## config.mk

```make
export PLATFORM = sky130hd
export DESIGN_NAME = cm3_codemux_arbiter_flat
export DESIGN_NICKNAME = d
export VERILOG_FILES = /design/src/rtl/cm3_codemux_pkg.sv /design/src/rtl/cm3_codemux_arbiter_if.sv /design/src/rtl/cm3_codemux_holdreg.sv /design/src/rtl/cm3_codemux_arbiter.sv /design/src/flat_wrapper.sv
export SDC_FILE = /design/constraint.sdc
export NUM_CORES = 1
export LEC_CHECK = 0
export ABC_AREA = 1
export CORE_AREA = 2 2 132 134
export CTS_BUF_LIST = sky130_fd_sc_hd__clkbuf_8
export DETAILED_ROUTE_END_ITERATION = 16
export DIE_AREA = 0 0 134 136
export PLACE_DENSITY_LB_ADDON = 0.1
export REMOVE_ABC_BUFFERS = 1
export SKIP_LAST_GASP = 1
export SYNTH_ARGS = -nofsm -noshare
export SYNTH_HDL_FRONTEND = slang
export SYNTH_SLANG_ARGS = --single-unit
```

## constraint.sdc

```tcl
create_clock -name HCLK -period 2.1 [get_ports HCLK]
set_input_delay 0.315 -clock HCLK [delete_from_list [all_inputs] [get_ports HCLK]]
set_output_delay 0.315 -clock HCLK [all_outputs]
set_load 0.005 [all_outputs]
```

## src/rtl/cm3_codemux_pkg.sv

```systemverilog
// rtl/cm3_codemux_pkg.sv - shared types and AHB-Lite constants for the code-bus arbiter
package cm3_codemux_pkg;

    typedef enum logic [1:0] {
        OWN_NONE = 2'd0,
        OWN_I    = 2'd1,
        OWN_D    = 2'd2
    } owner_t;

    localparam logic [1:0] HTRANS_IDLE   = 2'b00;
    localparam logic [1:0] HTRANS_NONSEQ = 2'b10;
    localparam logic [2:0] HBURST_SINGLE = 3'b000;
    localparam logic [1:0] HRESP_OKAY    = 2'b00;
    localparam logic [1:0] HRESP_ERROR   = 2'b01;

    typedef struct packed {
        logic [31:0] addr;
        logic [2:0]  size;
        logic [3:0]  prot;
        logic        write;
    } addr_phase_t;

endpackage

```

## src/rtl/cm3_codemux_arbiter_if.sv

```systemverilog
// rtl/cm3_codemux_arbiter_if.sv - one AHB-Lite bus segment (master or memory side)
interface cm3_codemux_arbiter_if;
    logic [1:0]  HTRANS;
    logic [2:0]  HSIZE;
    logic [2:0]  HBURST;
    logic [3:0]  HPROT;
    logic [31:0] HADDR;
    logic        HWRITE;
    logic [31:0] HWDATA;
    logic        HREADY;
    logic [31:0] HRDATA;
    logic [1:0]  HRESP;

    modport master (
        output HTRANS, HSIZE, HBURST, HPROT, HADDR, HWRITE, HWDATA,
        input  HREADY, HRDATA, HRESP
    );

    modport slave (
        input  HTRANS, HSIZE, HBURST, HPROT, HADDR, HWRITE, HWDATA,
        output HREADY, HRDATA, HRESP
    );
endinterface

```

## src/rtl/cm3_codemux_holdreg.sv

```systemverilog
// rtl/cm3_codemux_holdreg.sv - pending address-phase register for one master
module cm3_codemux_holdreg
    import cm3_codemux_pkg::*;
(
    input  logic        clk,
    input  logic        rst,
    input  logic        capture,
    input  logic        clear,
    input  addr_phase_t d,
    output logic        valid,
    output addr_phase_t q
);

    always_ff @(posedge clk) begin
        if (rst) begin
            valid <= 1'b0;
            q     <= '0;
        end else if (capture) begin
            valid <= 1'b1;
            q     <= d;
        end else if (clear) begin
            valid <= 1'b0;
        end
    end

endmodule

```

## src/rtl/cm3_codemux_arbiter.sv

```systemverilog
// rtl/cm3_codemux_arbiter.sv - ICode/DCode to code-memory AHB-Lite arbiter; CM3_CODEMUX_FAIR_EN adds I-starvation bound
module cm3_codemux_arbiter
    import cm3_codemux_pkg::*;
#(
    parameter int STARVE_LIMIT = 4
) (
    input  logic                          HCLK,
    input  logic                          HRESET,
    cm3_codemux_arbiter_if.slave          bus_i,
    cm3_codemux_arbiter_if.slave          bus_d,
    cm3_codemux_arbiter_if.master         bus_m
);

    owner_t      owner, owner_nxt;
    addr_phase_t live_i, live_d, pend_i, pend_d, src_i, src_d, fwd;
    logic        pend_i_vld, pend_d_vld;
    logic        ready_i, ready_d;
    logic        req_i, req_d, src_i_vld, src_d_vld, slot;
    logic        grant_i, grant_d;

    assign live_i = '{addr: bus_i.HADDR, size: bus_i.HSIZE, prot: bus_i.HPROT, write: 1'b0};
    assign live_d = '{addr: bus_d.HADDR, size: bus_d.HSIZE, prot: bus_d.HPROT, write: bus_d.HWRITE};

    // BUSY/IDLE never count as requests; a master stalled by its own pending entry cannot request
    assign req_i = !HRESET && bus_i.HTRANS[1] && ready_i;
    assign req_d = !HRESET && bus_d.HTRANS[1] && ready_d;

    assign src_i_vld = pend_i_vld || req_i;
    assign src_d_vld = pend_d_vld || req_d;
    assign src_i     = pend_i_vld ? pend_i : live_i;
    assign src_d     = pend_d_vld ? pend_d : live_d;
    assign slot      = bus_m.HREADY && !HRESET;

`ifdef CM3_CODEMUX_FAIR_EN
    localparam int CW = $clog2(STARVE_LIMIT + 1);
    logic [CW-1:0] starve_cnt;
    logic          i_first;

    assign i_first = (starve_cnt == CW'(STARVE_LIMIT));
    assign grant_i = slot && src_i_vld && (i_first || !src_d_vld);
    assign grant_d = slot && src_d_vld && !grant_i;

    always_ff @(posedge HCLK) begin
        if (HRESET || grant_i) begin
            starve_cnt <= '0;
        end else if (grant_d && pend_i_vld && !i_first) begin
            starve_cnt <= starve_cnt + CW'(1);
        end
    end
`else
    logic unused_cfg;
    assign unused_cfg = (STARVE_LIMIT > 0);
    assign grant_d    = slot && src_d_vld;
    assign grant_i    = slot && src_i_vld && !src_d_vld;
`endif

    cm3_codemux_holdreg u_hold_i (
        .clk     (HCLK),
        .rst     (HRESET),
        .capture (req_i && !grant_i),
        .clear   (grant_i && pend_i_vld),
        .d       (live_i),
        .valid   (pend_i_vld),
        .q       (pend_i)
    );

    cm3_codemux_holdreg u_hold_d (
        .clk     (HCLK),
        .rst     (HRESET),
        .capture (req_d && !grant_d),
        .clear   (grant_d && pend_d_vld),
        .d       (live_d),
        .valid   (pend_d_vld),
        .q       (pend_d)
    );

    always_comb begin
        fwd = '0;
        if (grant_d) begin
            fwd = src_d;
        end else if (grant_i) begin
            fwd = src_i;
        end
    end

    assign bus_m.HTRANS = (grant_d || grant_i) ? HTRANS_NONSEQ : HTRANS_IDLE;
    assign bus_m.HBURST = HBURST_SINGLE;
    assign bus_m.HADDR  = fwd.addr;
    assign bus_m.HSIZE  = fwd.size;
    assign bus_m.HPROT  = fwd.prot;
    assign bus_m.HWRITE = fwd.write;

    always_ff @(posedge HCLK) begin
        if (HRESET) begin
            owner <= OWN_NONE;
        end else begin
            owner <= owner_nxt;
        end
    end

    always_comb begin
        owner_nxt = owner;
        if (bus_m.HREADY) begin
            if (grant_d) begin
                owner_nxt = OWN_D;
            end else if (grant_i) begin
                owner_nxt = OWN_I;
            end else begin
                owner_nxt = OWN_NONE;
            end
        end
    end

    always_comb begin
        ready_i = ((owner == OWN_I) ? bus_m.HREADY : 1'b1) && !pend_i_vld;
        ready_d = ((owner == OWN_D) ? bus_m.HREADY : 1'b1) && !pend_d_vld;
        bus_i.HREADY = ready_i;
        bus_d.HREADY = ready_d;
        bus_i.HRDATA = (owner == OWN_I) ? bus_m.HRDATA : 32'h0;
        bus_d.HRDATA = (owner == OWN_D) ? bus_m.HRDATA : 32'h0;
        bus_i.HRESP  = (owner == OWN_I) ? bus_m.HRESP : HRESP_OKAY;
        bus_d.HRESP  = (owner == OWN_D) ? bus_m.HRESP : HRESP_OKAY;
        bus_m.HWDATA = (owner == OWN_D) ? bus_d.HWDATA : 32'h0;
    end

    logic unused_bits;
    assign unused_bits = ^{bus_i.HWRITE, bus_i.HWDATA, bus_i.HBURST, bus_d.HBURST,
                           bus_i.HTRANS[0], bus_d.HTRANS[0]};

endmodule

```

## src/flat_wrapper.sv

```systemverilog
// flat-port wrapper written by rule: the top's interface ports become plain ports
module cm3_codemux_arbiter_flat import cm3_codemux_pkg::*;
#(
    parameter int STARVE_LIMIT = 4
)
  (HCLK, HRESET, bus_i_HTRANS, bus_i_HSIZE, bus_i_HBURST, bus_i_HPROT, bus_i_HADDR, bus_i_HWRITE, bus_i_HWDATA, bus_i_HREADY, bus_i_HRDATA, bus_i_HRESP, bus_d_HTRANS, bus_d_HSIZE, bus_d_HBURST, bus_d_HPROT, bus_d_HADDR, bus_d_HWRITE, bus_d_HWDATA, bus_d_HREADY, bus_d_HRDATA, bus_d_HRESP, bus_m_HTRANS, bus_m_HSIZE, bus_m_HBURST, bus_m_HPROT, bus_m_HADDR, bus_m_HWRITE, bus_m_HWDATA, bus_m_HREADY, bus_m_HRDATA, bus_m_HRESP);
  cm3_codemux_arbiter_if bus_i_i ();
  cm3_codemux_arbiter_if bus_d_i ();
  cm3_codemux_arbiter_if bus_m_i ();
  input  logic HCLK;
  input  logic HRESET;
  input wire logic [$bits(bus_i_i.HTRANS)-1:0] bus_i_HTRANS;
  input wire logic [$bits(bus_i_i.HSIZE)-1:0] bus_i_HSIZE;
  input wire logic [$bits(bus_i_i.HBURST)-1:0] bus_i_HBURST;
  input wire logic [$bits(bus_i_i.HPROT)-1:0] bus_i_HPROT;
  input wire logic [$bits(bus_i_i.HADDR)-1:0] bus_i_HADDR;
  input wire logic [$bits(bus_i_i.HWRITE)-1:0] bus_i_HWRITE;
  input wire logic [$bits(bus_i_i.HWDATA)-1:0] bus_i_HWDATA;
  output wire logic [$bits(bus_i_i.HREADY)-1:0] bus_i_HREADY;
  output wire logic [$bits(bus_i_i.HRDATA)-1:0] bus_i_HRDATA;
  output wire logic [$bits(bus_i_i.HRESP)-1:0] bus_i_HRESP;
  input wire logic [$bits(bus_d_i.HTRANS)-1:0] bus_d_HTRANS;
  input wire logic [$bits(bus_d_i.HSIZE)-1:0] bus_d_HSIZE;
  input wire logic [$bits(bus_d_i.HBURST)-1:0] bus_d_HBURST;
  input wire logic [$bits(bus_d_i.HPROT)-1:0] bus_d_HPROT;
  input wire logic [$bits(bus_d_i.HADDR)-1:0] bus_d_HADDR;
  input wire logic [$bits(bus_d_i.HWRITE)-1:0] bus_d_HWRITE;
  input wire logic [$bits(bus_d_i.HWDATA)-1:0] bus_d_HWDATA;
  output wire logic [$bits(bus_d_i.HREADY)-1:0] bus_d_HREADY;
  output wire logic [$bits(bus_d_i.HRDATA)-1:0] bus_d_HRDATA;
  output wire logic [$bits(bus_d_i.HRESP)-1:0] bus_d_HRESP;
  output wire logic [$bits(bus_m_i.HTRANS)-1:0] bus_m_HTRANS;
  output wire logic [$bits(bus_m_i.HSIZE)-1:0] bus_m_HSIZE;
  output wire logic [$bits(bus_m_i.HBURST)-1:0] bus_m_HBURST;
  output wire logic [$bits(bus_m_i.HPROT)-1:0] bus_m_HPROT;
  output wire logic [$bits(bus_m_i.HADDR)-1:0] bus_m_HADDR;
  output wire logic [$bits(bus_m_i.HWRITE)-1:0] bus_m_HWRITE;
  output wire logic [$bits(bus_m_i.HWDATA)-1:0] bus_m_HWDATA;
  input wire logic [$bits(bus_m_i.HREADY)-1:0] bus_m_HREADY;
  input wire logic [$bits(bus_m_i.HRDATA)-1:0] bus_m_HRDATA;
  input wire logic [$bits(bus_m_i.HRESP)-1:0] bus_m_HRESP;
  assign bus_i_i.HTRANS = bus_i_HTRANS;
  assign bus_i_i.HSIZE = bus_i_HSIZE;
  assign bus_i_i.HBURST = bus_i_HBURST;
  assign bus_i_i.HPROT = bus_i_HPROT;
  assign bus_i_i.HADDR = bus_i_HADDR;
  assign bus_i_i.HWRITE = bus_i_HWRITE;
  assign bus_i_i.HWDATA = bus_i_HWDATA;
  assign bus_i_HREADY = bus_i_i.HREADY;
  assign bus_i_HRDATA = bus_i_i.HRDATA;
  assign bus_i_HRESP = bus_i_i.HRESP;
  assign bus_d_i.HTRANS = bus_d_HTRANS;
  assign bus_d_i.HSIZE = bus_d_HSIZE;
  assign bus_d_i.HBURST = bus_d_HBURST;
  assign bus_d_i.HPROT = bus_d_HPROT;
  assign bus_d_i.HADDR = bus_d_HADDR;
  assign bus_d_i.HWRITE = bus_d_HWRITE;
  assign bus_d_i.HWDATA = bus_d_HWDATA;
  assign bus_d_HREADY = bus_d_i.HREADY;
  assign bus_d_HRDATA = bus_d_i.HRDATA;
  assign bus_d_HRESP = bus_d_i.HRESP;
  assign bus_m_HTRANS = bus_m_i.HTRANS;
  assign bus_m_HSIZE = bus_m_i.HSIZE;
  assign bus_m_HBURST = bus_m_i.HBURST;
  assign bus_m_HPROT = bus_m_i.HPROT;
  assign bus_m_HADDR = bus_m_i.HADDR;
  assign bus_m_HWRITE = bus_m_i.HWRITE;
  assign bus_m_HWDATA = bus_m_i.HWDATA;
  assign bus_m_i.HREADY = bus_m_HREADY;
  assign bus_m_i.HRDATA = bus_m_HRDATA;
  assign bus_m_i.HRESP = bus_m_HRESP;
  cm3_codemux_arbiter #(.STARVE_LIMIT(STARVE_LIMIT)) u_core (.HCLK(HCLK), .HRESET(HRESET), .bus_i(bus_i_i), .bus_d(bus_d_i), .bus_m(bus_m_i));
endmodule
```

Word-level counts from Yosys, hierarchy flattened
Cells that the tools add are included.
- flip-flop bits (word level): 83
- input bits: 191
- output and inout bits: 147
- reduce and logical (&&, ||, !) cells: 25
- equal/unequal tests: 2
- mux-type cells: 18
- operators with widths (kind ; count):
    40-bit two-way mux ; 4
    32-bit two-way mux ; 3
    1-bit logical AND ; 14
    2-bit two-way mux ; 4
    1-bit two-way mux ; 7
    1-bit zero test ; 6
    2-bit nonzero test ; 2
    1-bit logical OR ; 3
    2-bit by 1-bit == test with 1-bit output, second input constant ; 1
    2-bit == test, second input constant ; 1

Logic depth before layout (Yosys ltp)
- depth after elaboration: 10
- depth in mapped cells: 9

Hierarchy
A second synthesis with hierarchy kept.
- cells, all modules: 835
- area, all modules: 5159.9 µm²
- modules (own cells, without submodules) (module ; area each (µm²) ; instances ; cells an instance):
    cm3_codemux_holdreg ; 1403.8 ; 2 ; 178
    cm3_codemux_arbiter ; 2352.3 ; 1 ; 479

Worst setup path before layout
OpenSTA, ideal clock, no wires.
- kind: input to output
- start: input port HRESET
- end: output port bus_m_HADDR[21]
- required time: 1785 ps
- cell stages on the path: 8
- path buffers: 3
- arrival time: 1177 ps
- setup slack: 608 ps
- path through: buf_2 > inv_2 > o211ai_1 > inv_2 > buf_4 > buf_4 > nand2_1 > nand2_1
- longest elaborated chain between the ends: 8
- ends and longest elaborated chain (what ; RTL line ; RTL):
    start, declared ; flat_wrapper.sv:11 ; input logic HRESET;
    1-bit zero test * ; cm3_codemux_arbiter.sv:25, cm3_codemux_arbiter.sv:26, cm3_codemux_arbiter.sv:32 ;
    1-bit logical AND (on tied branches) (2 in series) ; cm3_codemux_arbiter.sv:25, cm3_codemux_arbiter.sv:26 ;
    1-bit logical OR (on tied branches) ; cm3_codemux_arbiter.sv:28, cm3_codemux_arbiter.sv:29 ;
    1-bit logical AND / 1-bit zero test (equally long branches) ; cm3_codemux_arbiter.sv:54 ; assign grant_i = slot && src_i_vld && !src_d_vld;
    1-bit logical AND ; cm3_codemux_arbiter.sv:54 ;
    40-bit two-way mux ; cm3_codemux_arbiter.sv:81 ; end else if (grant_i) begin
    40-bit two-way mux * ; cm3_codemux_arbiter.sv:79 ; if (grant_d) begin
    end, declared ; flat_wrapper.sv:36 ; output wire logic [$bits(bus_m_i.HADDR)-1:0] bus_m_HADDR;
Mark *: on every way between the ends. The rest lies on a longest branch, timed or not.

Worst setup path after layout
- start: register u_core.owner[1]
- end: output port bus_m_HADDR[3]
- longest elaborated chain between the ends: 9
- ends and longest elaborated chain (what ; RTL line ; RTL):
    start, declared ; cm3_codemux_arbiter.sv:14 ; owner_t owner, owner_nxt;
    start signal, assigned ; cm3_codemux_arbiter.sv:97 ; owner <= owner_nxt;
    2-bit by 1-bit == test with 1-bit output / 2-bit == test (equally long branches) ; cm3_codemux_arbiter.sv:115, cm3_codemux_arbiter.sv:116 ;
    1-bit two-way mux (on tied branches) ; cm3_codemux_arbiter.sv:115, cm3_codemux_arbiter.sv:116 ;
    1-bit logical AND (on tied branches) ; cm3_codemux_arbiter.sv:115, cm3_codemux_arbiter.sv:116 ;
    1-bit logical AND (on tied branches) ; cm3_codemux_arbiter.sv:25, cm3_codemux_arbiter.sv:26 ;
    1-bit logical OR (on tied branches) ; cm3_codemux_arbiter.sv:28, cm3_codemux_arbiter.sv:29 ;
    1-bit logical AND / 1-bit zero test (equally long branches) ; cm3_codemux_arbiter.sv:54 ;
    1-bit logical AND ; cm3_codemux_arbiter.sv:54 ;
    40-bit two-way mux ; cm3_codemux_arbiter.sv:81 ;
    40-bit two-way mux * ; cm3_codemux_arbiter.sv:79 ;
Marked as above.

==> reports/summary.md <==
The logs give 0 for the number of maximum-capacitance constraint violations and 16,900 um2 for the standard cell core area. TritonCTS built the clock tree. Signal routing reaches up to met5. The H-tree generated during clock tree synthesis spans 3 levels. For the total global routing track utilization, the log shows 0.242.

The delay of the slowest cell on the worst path works out to 0.34 ns. For this block, the via count after detailed routing is 6,934. The run gives 0.327 as the effective utilization at floorplan. Setup repair after global routing could not meet its margin everywhere. In the synthesized netlist, the cells that appear most often are sky130_fd_sc_hd__nand2_1 (327), sky130_fd_sc_hd__nor2_1 (223), sky130_fd_sc_hd__inv_1 (152). The clock passes through at most 2 buffers. The number of global-route vias before repair was 6,327.

For the number of optimization iterations in the first detailed-route pass, the log shows 4. Worst hold-check slack: 0.336 ns. Compared with the post-synthesis result, the final layout area differs by 73.1%. The tightest min-delay check is of the input port to register type. Entering global routing, the biggest net connects 41 pins.

Counting both buffers and inverters, the worst setup path holds a total of 5. Dividing the detail-routed via count by the number of cells gives 4.44. The run gives -0.00368 ns as the worst path setup slack after routing.

After detailed routing, the total wire length is 23,000 um. The vertical die dimension came out at 136 um. Counting stages on the worst path, the most repeated cell is sky130_fd_sc_hd__nand3_2. Dividing the detail-routed wire length by the instance count gives 14.7 um.

The initial detailed-routing violation count came out at 355. The logs give 0 for the max-slew violation total from the final report and 1,521 for the layout net count. The share of flip-flops with an asynchronous set or reset after synthesis is 0.

The maximum vdd ir drop was 0.259 mV. The count of warnings emitted by yosys was 0. The floorplan step set the die width to 134 um. Power spread over the standard cell area amounts to 457 nW/um2. The total met2 wirelength after detailed routing is 11,700 um.

Synthesis produced 1,029 cells. The number of synthesized flops with an enable pin was 0. The signal on the critical path passes through inv_2, nand3_2, nand3_2, nand2_4, buf_6, buf_12, buf_16, nand3_1, nand2_1, dlygate4sd2_1.

The count of buffers added on input and output ports is 292. TritonCTS created 9 clock buffers. The cell at the slowest stage of the critical path was sky130_fd_sc_hd__dfxtp_2. The tree is rooted in a sky130_fd_sc_hd__clkbuf_8. The tools report the final-report hold violation count as 0.

Dominant cell type by area after synthesis: sky130_fd_sc_hd__dfxtp_1. The worst path in the final design needs a cycle of 2.10 ns, including I/O delays and setup. For the worst setup path, the data arrival time is 1.79 ns. The clock input transition at the sequential cells of the worst setup and hold paths works out to 0.09 ns. The die covers 18,200 um2. The ratio of cells with drive above 1 in the final layout was 0.0959.

The tools report the final RePlAce weighted congestion as 0.848. The critical path in this run is classified as register to output pin. The tools report the startpoint class of the critical path as a register. After synthesis the netlist holds a flip-flop and latch count of 83. The wire length on met3 is 1610 um. Detailed placement finished with a half-perimeter wire length of 16,000 um. For this run, the leading register cell type out of synthesis is sky130_fd_sc_hd__dfxtp_1. The overall overflow remaining after global route came out at 0. For the detailed-route wire length on metal 1, the log shows 9000 um. Clock skew on the completed layout was measured at 0.0106 ns.

The number of standard-cell rows in the floorplan is 48, and the worst endpoint required time is 1.78 ns. For the sequential cell area fraction in the yosys report, the log shows 0.301. In this run the static leakage power is 5.32 nW. The tools report the count of hold-fix buffers inserted at cts as 0.

The setup-violating endpoint count in the final report was 1. The wire length of the first global-routing pass is 34,300 um. After synthesis, the cell types taking the most area are sky130_fd_sc_hd__dfxtp_1 (30%), sky130_fd_sc_hd__nand2_1 (22%), sky130_fd_sc_hd__nor2_1 (15%).

Derived from the worst setup path, the maximum achievable clock frequency is 475 MHz. In this run, distinct cell masters in the synthesized netlist total 17. Biggest fanout along the worst timing path: 10. The top cell family by delay on the critical path is buffers and inverters. Clock insertion delay at the later pin of the skew report: 0.37 ns. The run finished, with violations left.

By instance count, the leading cell after synthesis is sky130_fd_sc_hd__nand2_1. In this run the remaining antenna-violating nets after routing total 0. The portion of synthesized cell area occupied by the leading cell type came out at 0.301. The per-instance average area after synthesis is 5.36 um2, and the initial antenna violation count is 2. Total power for the finished layout comes to 4.36 mW.

The remaining routing DRC violations is 0, and the post-route fraction of the period consumed by the critical path is 1.00. Summing every instance area after synthesis gives 5510 um2. 338 I/O pins were placed. For this design, the sink count on the clock tree is 83. The final reports fail on negative setup slack.

Endpoint kind of the worst setup timing path: an output pin.
[worst register-to-register path, stage by stage, from the launching register on]
cell and delay [ns]:
sky130_fd_sc_hd__dfxtp_4 0.39, sky130_fd_sc_hd__inv_8 0.06, sky130_fd_sc_hd__nand4_4 0.11, sky130_fd_sc_hd__buf_4 0.41, sky130_fd_sc_hd__nand2_2 0.15, sky130_fd_sc_hd__buf_12 0.19
sky130_fd_sc_hd__nand2_1 0.09, sky130_fd_sc_hd__nand2_1 0.04
[final timing paths]
check | startpoint | end | slack, ns | cells past startpoint
worst min-delay path | HRESET | u_core.u_hold_d.q[0] | 0.34 | 4
worst min register to register | u_core.u_hold_d.q[35] | u_core.u_hold_d.q[35] | 0.52 | 4
worst max-delay path | u_core.owner[1] | bus_m_HADDR[3] | -0.004 | 10
worst max register to register | u_core.u_hold_d.valid | u_core.u_hold_i.q[28] | 0.55 | 7
[sequential cells by signal, indices dropped and copies added, names as in the netlist]
name	flops
u_core.u_hold_i.valid	1
u_core.u_hold_i.q	39
u_core.owner	2
u_core.u_hold_d.q	40
u_core.u_hold_d.valid	1
[kinds of logic (layout without fill, tap and decap cells)]
| family | after synthesis | in the layout | share of synthesized area |
|---|---|---|---|
| AOI/OAI and AO/OA | 83 | 83 | 0.0758 |
| buffers and inverters | 230 | 533 | 0.170 |
| DFF | 83 | 83 | 0.301 |
| other | 1 | 5 | 0.000680 |
| and+or+nand+nor | 632 | 632 | 0.452 |
[per-layer routing]
layer,vias up,track usage
li1,3637,-
met1,3034,0.273
met2,228,0.447
met3,33,0.0526
met4,2,0.0887
met5,-,0
[through the flow]
step,cell area [um2],util,setup WS [ns],instances,setup TNS (ns)
2_1_floorplan,5180,-,-1.32,961,-121.78
3_3_place_gp,8800,0.521,-0.335,1510,-12.01
3_5_place_dp,8800,0.521,-0.372,1510,-13.06
4_1_cts,9330,0.553,-0.136,1547,-0.990
5_1_grt,9540,0.565,-0.0824,1561,-1.01
6_report,9540,0.565,-0.00368,1561,-0.00368
[where the power goes]
group | leakage (nW) | internal (mW) | total (mW) | switching (mW)
logic | 4.53 | 0.744 | 1.41 | 0.665
clock network | 0.103 | 0.593 | 1.24 | 0.647
registers | 0.683 | 1.68 | 1.71 | 0.0287
total | 5.32 | 3.02 | 4.36 | 1.34
[repair_timing]
action	4_1_cts	5_1_grt
resized for setup	109	63
setup endpoints to repair	75	102
buffers inserted	16	12
pin swaps	8	1
cloned	6	3
[cell usage in the layout (no fill, tap or decap), drive strengths merged, types with 2 or more instances in the layout]
master	instances
nand3	80
clkbuf	21
dfxtp	83
inv	158
conb	4
clkdlybuf4s50	222
clkinv	5
o21ai	80
clkdlybuf4s15	8
dlygate4sd2	20
buf	71
nor2	223
nand4	2
a21oi	2
dlymetal6s2s	25
nand2	327
[final cells by class]
class	instances	area [um2]
fill	1717	7340
timing repair buffer	358	3750
multi-input combinational	719	3010
sequential	83	1670
inverter	159	614
tap	225	282
clock buffer	10	138
clock inverter	6	72.6
antenna	1	2.50
(Power assumes the default switching activity.)
